--- src/rtl/inverter_loop_tester.sv ---
// Purpose: drives a toggling pattern into the analog double-inverter macro, checks each edge returns, and records latency and errors.
// Latency: each ideal step takes 4 cycles (toggle + 3 wait); last_lat includes the SYNC_STAGES-cycle synchronizer delay.
// Backpressure: none; start is sampled only in IDLE/DONE and ignored while busy, and mode is read only on the start edge.
module inverter_loop_tester #(
    parameter int TIMEOUT     = 15,
    parameter int SYNC_STAGES = 2
) (
    input  logic       clk,
    input  logic       rst,
    input  logic       start,
    input  logic [1:0] mode,
    input  logic       resp_in,
    output logic       stim_out,
    output logic       busy,
    output logic       done,
    output logic       pass,
    output logic [7:0] err_cnt,
    output logic [3:0] last_lat,
    output logic [3:0] max_lat
);
    typedef enum logic [2:0] {
        S_IDLE,
        S_SETTLE,
        S_TOGGLE,
        S_WAIT,
        S_DONE
    } state_t;

    // Last wait_cnt value before an edge is declared failed, and the latency reported for a failure.
    localparam logic [3:0] TO_LAST = 4'(TIMEOUT - 1);
    localparam logic [3:0] TO_FAIL = 4'(TIMEOUT);

    state_t                 state_q, state_d;
    logic                   stim_q, stim_d;
    logic [3:0]             wait_q, wait_d;
    logic [8:0]             step_q, step_d;
    logic [8:0]             steps_q, steps_d;
    logic [7:0]             err_q, err_d;
    logic [3:0]             last_q, last_d;
    logic [3:0]             max_q, max_d;
    logic [SYNC_STAGES-1:0] sync_q;
    logic                   resp_s;
    logic [3:0]             lat;
    logic                   edge_end;

    function automatic logic [8:0] steps_for(input logic [1:0] m);
        case (m)
            2'd0:    return 9'd2;
            2'd1:    return 9'd16;
            2'd2:    return 9'd64;
            default: return 9'd256;
        endcase
    endfunction

    function automatic logic [7:0] sat_inc(input logic [7:0] v);
        return (v == 8'hFF) ? v : v + 8'd1;
    endfunction

    assign resp_s = sync_q[SYNC_STAGES-1];

    // Bring the asynchronous macro output into the clock domain.
    always_ff @(posedge clk) begin
        if (rst) begin
            sync_q <= '0;
        end else begin
            sync_q <= {sync_q[SYNC_STAGES-2:0], resp_in};
        end
    end

    // State and measurement registers; reset overrides every other event.
    always_ff @(posedge clk) begin
        if (rst) begin
            state_q <= S_IDLE;
            stim_q  <= 1'b0;
            wait_q  <= '0;
            step_q  <= '0;
            steps_q <= '0;
            err_q   <= '0;
            last_q  <= '0;
            max_q   <= '0;
        end else begin
            state_q <= state_d;
            stim_q  <= stim_d;
            wait_q  <= wait_d;
            step_q  <= step_d;
            steps_q <= steps_d;
            err_q   <= err_d;
            last_q  <= last_d;
            max_q   <= max_d;
        end
    end

    // Sequencer: settle check, then toggle/wait per step, then hold results in DONE.
    always_comb begin
        state_d  = state_q;
        stim_d   = stim_q;
        wait_d   = wait_q;
        step_d   = step_q;
        steps_d  = steps_q;
        err_d    = err_q;
        last_d   = last_q;
        max_d    = max_q;
        lat      = '0;
        edge_end = 1'b0;
        case (state_q)
            S_IDLE, S_DONE: begin
                if (state_q == S_IDLE) begin
                    stim_d = 1'b0;
                end
                if (start) begin
                    // A restart from DONE also returns the macro input low before settling.
                    state_d = S_SETTLE;
                    stim_d  = 1'b0;
                    steps_d = steps_for(mode);
                    err_d   = '0;
                    last_d  = '0;
                    max_d   = '0;
                    wait_d  = '0;
                    step_d  = '0;
                end
            end
            S_SETTLE: begin
                if (!resp_s) begin
                    state_d = S_TOGGLE;
                end else if (wait_q == TO_LAST) begin
                    err_d   = sat_inc(err_q);
                    state_d = S_TOGGLE;
                end else begin
                    wait_d = wait_q + 4'd1;
                end
            end
            S_TOGGLE: begin
                stim_d  = ~stim_q;
                wait_d  = '0;
                step_d  = step_q + 9'd1;
                state_d = S_WAIT;
            end
            S_WAIT: begin
                // A match on the final wait cycle still counts as a match.
                if (resp_s == stim_q) begin
                    lat      = wait_q;
                    edge_end = 1'b1;
                end else if (wait_q == TO_LAST) begin
                    lat      = TO_FAIL;
                    edge_end = 1'b1;
                    err_d    = sat_inc(err_q);
                end else begin
                    wait_d = wait_q + 4'd1;
                end
                if (edge_end) begin
                    last_d = lat;
                    if (lat > max_q) begin
                        max_d = lat;
                    end
                    state_d = (step_q == steps_q) ? S_DONE : S_TOGGLE;
                end
            end
            default: state_d = S_IDLE;
        endcase
    end

    assign stim_out = stim_q;
    assign busy     = (state_q == S_SETTLE) || (state_q == S_TOGGLE) || (state_q == S_WAIT);
    assign done     = (state_q == S_DONE);
    assign pass     = done && (err_q == 8'd0);
    assign err_cnt  = err_q;
    assign last_lat = last_q;
    assign max_lat  = max_q;

endmodule

--- config.mk ---
export PLATFORM = sky130hd
export DESIGN_NAME = inverter_loop_tester
export DESIGN_NICKNAME = d
export VERILOG_FILES = /design/src/rtl/inverter_loop_tester.sv
export SDC_FILE = /design/constraint.sdc
export NUM_CORES = 1
export LEC_CHECK = 0
export BUFFER_PORTS_ARGS = -buffer_cell sky130_fd_sc_hd__buf_2
export CAP_MARGIN = 10
export CORE_MARGIN = 1
export CORE_UTILIZATION = 35
export DETAILED_ROUTE_END_ITERATION = 16
export MAX_ROUTING_LAYER = met4
export SYNTH_ARGS = -nofsm -noshare
export SYNTH_HDL_FRONTEND = slang
export SYNTH_SLANG_ARGS = --single-unit
--- constraint.sdc ---
create_clock -name clk -period 5.5 [get_ports clk]
set_input_delay 0.275 -clock clk [delete_from_list [all_inputs] [get_ports clk]]
set_output_delay 0.275 -clock clk [all_outputs]
set_load 0.01 [all_outputs]
; ---- Word-level counts from Yosys, hierarchy flattened
; Index checks and enable logic that the tools add are counted.
[totals]
register_bits = 44
elab_cells = 84
[classes]
n_reduce_logical = 19
order_cmp = 1
bitwise = 1
mux = 34
addsub = 3
n_eq_ne = 17
[op_table]
columns = operator, count
row1 = $mux 4, 10
row2 = $mux 8, 5
row3 = $pmux 9 s3, 1
row4 = $pmux 8 s3, 1
row5 = $pmux 9 s2, 1
row6 = $pmux 4 s2, 2
row7 = $pmux 4 s4, 1
row8 = $mux 3, 5
row9 = $pmux 3 s4, 1
row10 = $reduce_and 4->1, 3
row11 = $ne 2x2->1 const B, 5
row12 = $add 9x1->9 const B, 1
row13 = $eq 9x9->1, 1
row14 = $mux 9, 1
row15 = $add 8x1->8 const B, 1
row16 = $eq 8x8->1 const B, 1
row17 = $logic_not 8->1, 1
row18 = $eq 3x2->1 const B, 2
row19 = $ne 3x3->1 const B, 2
row20 = $reduce_and 2->1, 3
row21 = $reduce_and 3->1, 2
row22 = $mux 1, 5
row23 = $add 4x1->4 const B, 1
row24 = $eq 4x4->1 const B, 1
row25 = other kinds (16), 18

; ---- Logic depth before layout (Yosys ltp)
; Gate-level depths: netlist (run 1).
[logic_depth]
word_depth = 8
mapped_depth = 10

; ---- Worst setup path after synthesis (run 1)
; No wires, ideal clock.
[synth_path]
path_type = flip-flop to flip-flop
start = reg wait_q[0]
end = reg max_q[0] (netlist: max_lat[0])
synth_period_minus_slack_ps = 2248
setup_slack_ps = 3252
stages_incl_launch_ff = 11
t_required_ps = 5428
arrival_time_ps = 2176
setup_ps = 72
path_buffers = 1
cell_sequence = dfxtp_1 > inv_1 > ha_1 > and3_1 > buf_2 > mux2_2 > ha_1 > nor2b_1 > o211ai_1 > o2bb2ai_2 > mux2i_1
[synth_via]
elab_chain_cells = 7
elab_cells_between_ends = 14
cone_classes = order compare (1) / eq/ne (3) / mux (9) / reduce/logical (1)
[synth_rtl]
columns = element, line_no
row1 = "start, declared", 35  ; logic [3:0] wait_q, wait_d;
row2 = "start signal, assigned", 84  ; wait_q <= wait_d;
row3 = $eq 4x4->1, 143  ; end else if (wait_q == TO_LAST) begin
row4 = $mux 4, 143
row5 = $mux 4, 140  ; if (resp_s == stim_q) begin
row6 = $mux 4, 105  ; case (state_q)
row7 = $gt 4x4->1 or $mux 4 (tied branches), 152  ; if (lat > max_q) begin
row8 = $ne 2x2->1 (no line) or $mux 4 (tied branches), --
row9 = $reduce_and 4->1 (no line) or $pmux 4 s2 (tied branches), --
row10 = "end signal, assigned", 89  ; max_q <= max_d;
row11 = "end, declared", 40  ; logic [3:0] max_q, max_d;
; Parallel ways exist; a longest one is shown, timed or not. The select of a mux whose other input is x is not followed.
; A chain may end at the register's enable or synchronous reset.

; ---- Worst setup path in the final report (run 1)
[layout_path]
start = reg stim_q (netlist: stim_out)
end = reg max_q[0] (netlist: max_lat[0])
[layout_via]
elab_chain_cells = 6
elab_cells_between_ends = 12
cone_classes = order compare (1) / eq/ne (3) / mux (7) / reduce/logical (1)
[layout_rtl]
columns = element, line_no
row1 = "start, declared", 34  ; logic stim_q, stim_d;
row2 = "start signal, assigned", 83  ; stim_q <= stim_d;
row3 = $eq 1x1->1 *, 140
row4 = $mux 4, 140
row5 = $mux 4, 105
row6 = $gt 4x4->1 or $mux 4 (tied branches), 152
row7 = $ne 2x2->1 (no line) or $mux 4 (tied branches), --
row8 = $reduce_and 4->1 (no line) or $pmux 4 s2 (tied branches), --
; Every way passes the cells marked *; elsewhere a longest branch is shown, timed or not. The select of a mux whose other input is x is not followed.

==> results of run 1 <==
routing by layer:
layer,track usage,part of all wire,up-vias
li1,-,-,1027
met3,0.0318,0.033,4
met5,-,0,-
met1,0.210,0.50,958
met4,0.0486,0.0088,0
met2,0.247,0.46,44
per-stage QoR:
stage,total power [µW],std cells
after floorplan,367,268
after detailed placement,387,356
after global placement,387,356
after CTS,599,364
after global routing,620,364
final,589,364
critical path: stages, from the launching register on:
cell	delay (ns)
dfxtp_1	0.50
xor2_2	0.34
mux2i_1	0.34
inv_1	0.08
ha_1	0.28
and4_1	0.20
a211oi_1	0.24
o2bb2ai_2	0.17
mux2i_1	0.15
registers in the layout, summed over array words and instances, names as in the netlist:
| name | cells |
|---|---|
| step_q | 9 |
| err_cnt | 8 |
| last_lat | 4 |
| max_lat | 4 |
| steps_q | 4 |
| wait_q | 4 |
| state_q | 3 |
| sync_q | 2 |
| stim_out | 1 |
layout make-up:
| type | instances | area share |
|---|---|---|
| repair buffers | 25 | 0.0488 |
| clock inverters | 2 | 0.00635 |
| flip-flops and latches | 39 | 0.305 |
| well taps | 77 | 0.0376 |
| multi-input cells | 204 | 0.554 |
| inverters | 11 | 0.0161 |
| clock buffers | 6 | 0.0322 |
synth_stat cells, types with 4 or more instances:
cell type,number
dfxtp_1,39
nor2_1,23
nand2_1,17
nand3_1,16
a21oi_1,14
inv_1,11
clkbuf_1,10
ha_1,9
nand2b_1,9
a211oi_1,7
mux2i_1,7
and2_1,6
nor2b_1,6
nand3b_1,5
nor3_1,5
nand4_1,4
xor2_1,4
logic make-up (layout without fill, tap and decap cells):
kind of cell | Yosys count | count (layout) | share of synthesized area
adder cells (fa/ha/maj) | 9 | 9 | 0.0488
multiplexers | 12 | 12 | 0.0564
AO/OA/AOI/OAI | 61 | 61 | 0.205
buffers and inverters | 25 | 44 | 0.0456
AND/OR/NAND/NOR | 117 | 117 | 0.283
XOR/XNOR | 5 | 5 | 0.0222
flip-flops | 39 | 39 | 0.339
cell usage in the layout, fill, tap and decap left out, drive strengths merged, types with 3 or more instances in the layout:
cell / instances
buf: 25
clkbuf: 6
nand3: 16
and2: 6
mux2: 5
nor2b: 6
xor2: 5
ha: 9
nor2: 23
and3: 3
nand4: 4
or4: 3
o21ai: 5
inv: 11
nor4: 4
a311oi: 3
nand2b: 9
nand2: 18
nand3b: 5
dfxtp: 39
nor3: 5
a211oi: 7
nor3b: 3
mux2i: 7
o32ai: 3
a21o: 3
o211ai: 3
a21oi: 14
power groups by stage:
stage          Sequential [µW]  Clock [µW]  Combinational (µW)
5_1_grt                    301         229                90.0
6_report                   299         209                81.1
4_1_cts                    299         218                81.8
2_1_floorplan              300           0                66.8
3_5_place_dp               306           0                81.3
3_3_place_gp               305           0                81.7
path summary, 6_finish.rpt:
check	depth (start not counted)	endpoint	slack, ns	startpoint
setup / recovery	8	max_lat[0]$_SDFFE_PP0P_	3.07	stim_out$_SDFFE_PP0P_
hold / removal	2	sync_q[0]$_SDFF_PP0_	0.21	resp_in
hold reg to reg	1	sync_q[1]$_SDFF_PP0_	0.45	sync_q[0]$_SDFF_PP0_
setup reg to reg	8	max_lat[0]$_SDFFE_PP0P_	3.07	stim_out$_SDFFE_PP0P_
==> flow_summary.toml, run 1 <==
[yosys]
synth.largest_area_cell = "dfxtp_1"
syn_inst = 268
yosysSeqAreaShare = 0.339
ys.flop_type = "dfxtp_1"
synth_edf_count = 0
ys_types = 63
ys_ff_latch = 39
syn_avg_cell_area_um2 = 8.60
ys_top_cells_by_area = "dfxtp_1 34%, ha_1 4.9%, nor2_1 3.7%"
yosysTopAreaCellShare = 0.339
syn-cell-area_mm2 = 0.00231
ys_warn_count = 0
syn-num-nets = 283
async_reset_ff_frac = 0

[worst_setup_path]
crit_arrival_ns = 2.60
critPathKind = "reg2reg"
critPathLaunchType = "register"
cp-end-kind = "register"
cp_max_fo = 9
cp.required_ns = 5.67

[floorplanning]
dieArea_mm2 = 0.00692
start_util = 0.363
io_pins = 26
fp.dieW_um = 83.2
core_mm2 = 0.00635
die_h_um = 83.2
rows = 29

[clock_tree]
clkTransAtPathRegs_ns = 0.08
ctsRootBufferMaster = "clkbuf_8"
postCtsHoldBufs = 0
cts_resized = 0
cts_tree = "built"
clock_path_buffers = 2
post_cts_buffers = 0
htree_levels = 2
cts_sinks = 39
worstSkewPairLatency_ns = 0.29
numCtsBuffers = 5

[power_and_ir_drop]
switching_share = 0.286
switchingPower_uw = 168
internal_power_uw = 421
clock_power_share = 0.354
peakVddDrop_uv = 133
pwr-share-seq = 0.508
p_leak_uw = 0.000973
p_per_area_mw_per_mm2 = 230
combPwrFrac = 0.138

[timing]
max-slew-margin-rel = 0.486
finalSetupViolations = 0
hold_violations = 0
fin_ws_ns = 3.07
fin_crit_sh = 0.441
holdWs_ns = 0.209
fmax_mhz = 412
period_needed_ns = 2.43
tightest_slew_ns = 0.771
rsz0062_at_grt = "false"
skew_ns = 0.00707
drv_slew = 0
setup_tns_ns = 0

[layout]
drive_gt1_frac = 0.160
regArea_um2 = 781
syn_to_final_growth_pct = 11.1
antenna_cells = 0
fillCellCount = 647
multi_input_area_mm2 = 0.00142
fin_area_mm2 = 0.00256
nets = 301
fin_util = 0.404

[routing]
via_count = 2033
routed_wl_mm = 5.23
drt-pass1-iter-count = 4
antenna_left = 0
routed_via_density = 5.59
drc_errors = 0
wl_per_cell_um = 14.4
drt_iter0_drc = 99

[global_route]
grt_max_degree = 47
grt_pass1_wl_mm = 8.85
antenna_found_initial = 0
grt_overflow = 0
grt_pass1_vias = 1860
grtUsageTotal = 0.160

[min_path]
hold_path.class = "in2reg"

[placement]
postPlaceCellArea_mm2 = 0.00246
io_buffers = 25
dpl.hpwl_mm = 3.71
dp_slack_ns = 3.08
gp_congestion = 0.891

[flow_run]
max-cap-violations = 0

[outcome]
status = "finished, final reports clean"
(Power assumes the default switching activity.)
==> inputs of run 2 (changes only) <==
- clock period: 5.5 -> 2 ns (I/O delays scaled with it)
==> flow_summary.toml, run 2 (synthesized netlist as in run 1, its figures left out) <==
[clock_tree]
postCtsHoldBufs = 0
cts_tree = "built"
clock_path_buffers = 2
numCtsBuffers = 5
clkTransAtPathRegs_ns = 0.08
htree_levels = 2
worstSkewPairLatency_ns = 0.29
ctsRootBufferMaster = "clkbuf_8"
cts_sinks = 39

[placement]
dpl.hpwl_mm = 4.25
io_buffers = 25
dp_cells = 382
postPlaceCellArea_mm2 = 0.00270
gp_congestion = 0.810

[layout]
syn_to_final_growth_pct = 24.7
final_common_cell = "dfxtp_1"
fin_area_mm2 = 0.00288
nets = 330
fillCellCount = 607
final_cell_count_no_fill = 393
final_cell_mix = "34 x dfxtp_1, 29 x buf_4, 25 x buf_2, 22 x nor2_1, 16 x nand2_1"
antenna_cells = 0
top_register = "step_q"
largest_register_ffs = 9
drive_gt1_frac = 0.278

[timing]
drv_slew = 0
fin_ws_ns = -0.0319
holdWs_ns = 0.0246
max-slew-margin-rel = 0.670
rsz0062_at_grt = "true"
fmax_mhz = 492
fin_crit_sh = 1.02
period_needed_ns = 2.03
tightest_slew_ns = 0.495
finalSetupViolations = 4
skew_ns = 0.00381
hold_violations = 0

[routing]
routed_via_density = 5.39
drt_iter0_drc = 111
routed_wl_mm = 5.91
drt-pass1-iter-count = 4
antenna_left = 0
via_count = 2117
wl_per_cell_um = 15.0
drc_errors = 0

[global_route]
met1_usage = 0.235
grtUsageMet2 = 0.284
grtUsageTotal = 0.180
grt_pass1_wl_mm = 9.77
grt_pass1_vias = 2000
grt_overflow = 0
antenna_found_initial = 0
busiest_layer = "met2"
grt_max_degree = 26
grt_util_met3 = 0.0338

[worst_setup_path]
rr_worst_depth = 9
cp_max_fo = 4
critPathLaunchType = "register"
cpMaxStageDelayCell = "dfxtp_2"
crit_arrival_ns = 2.26
max_stage_delay_ns = 0.34
cp.required_ns = 2.22
cp_common_cell = "ha_4"
path_cells = "inv_2 > ha_4 > and3_4 > mux2_4 > ha_4 > nor2b_1 > o211ai_1 > o2bb2ai_4 > mux2i_1"
critPathKind = "reg2reg"
cp-end-kind = "register"

[floorplanning]
dieArea_mm2 = 0.00692
core_mm2 = 0.00635
fp.dieW_um = 83.2
rows = 29
die_h_um = 83.2
io_pins = 26
start_util = 0.363

[power_and_ir_drop]
p_leak_uw = 0.00113
p_per_area_mw_per_mm2 = 575
p_total_uw = 1650
peakVddDrop_uv = 310

[min_path]
hold_path.class = "in2reg"
min_path_cells = 2

[flow_run]
max-cap-violations = 0

[outcome]
status = "complete, but fails checks"
failed_checks = "setup timing"
-- run 2: final timing paths --
check	startpoint	endpoint	slack [ns]
worst max register to register	wait_q[0]$_SDFFE_PP0P_	max_lat[0]$_SDFFE_PP0P_	-0.03
worst max-delay path	wait_q[0]$_SDFFE_PP0P_	max_lat[0]$_SDFFE_PP0P_	-0.03
worst min register to register	sync_q[0]$_SDFF_PP0_	sync_q[1]$_SDFF_PP0_	0.46
worst min-delay path	resp_in	sync_q[0]$_SDFF_PP0_	0.02
-- run 2: report_power, final --
group	total [µW]	switching, µW	internal [µW]
Sequential	817	25.3	792
Combinational	307	174	133
Clock	530	285	245
Total	1650	484	1170
-- run 2: cell type report --
class,count,area [µm²],area share
multi-input combinational,204,1520,0.529
sequential,39,792,0.275
timing repair buffer,54,343,0.119
tap,77,96.3,0.0335
clock buffer,7,76.3,0.0265
inverter,11,41.3,0.0144
clock inverter,1,5.00,0.00174
-- run 2: critical path, delay by kind of cell, from the launching register on --
kind / cells / cell delay (ns)
adder cells (fa/ha/maj): 2 / 0.37
buffers and inverters: 1 / 0.05
AND/OR/NAND/NOR: 2 / 0.27
AO/OA/AOI/OAI: 2 / 0.44
flip-flops: 1 / 0.34
multiplexers: 2 / 0.48
-- run 2: through the flow --
step	util	setup TNS, ns	setup WS [ns]
4_1_cts	0.448	-0.0906	-0.0287
5_1_grt	0.453	-0.496	-0.125
3_3_place_gp	0.425	-0.0387	-0.0114
3_5_place_dp	0.425	-0.415	-0.110
6_report	0.453	-0.0839	-0.0319
2_1_floorplan	-	-0.289	-0.0723
-- run 2: what timing repair did --
item,4_1_cts,5_1_grt
endpoints found under the setup margin,4,6
resized for setup,6,7
pin swaps,5,5
buffers inserted,2,1
endpoints found under the hold margin,0,0
-- run 2: metal layers --
| layer | share of wire | up-vias |
|---|---|---|
| li1 | - | 1082 |
| met1 | 0.50 | 994 |
| met2 | 0.47 | 34 |
| met3 | 0.027 | 7 |
| met4 | 0.011 | 0 |
| met5 | 0 | - |
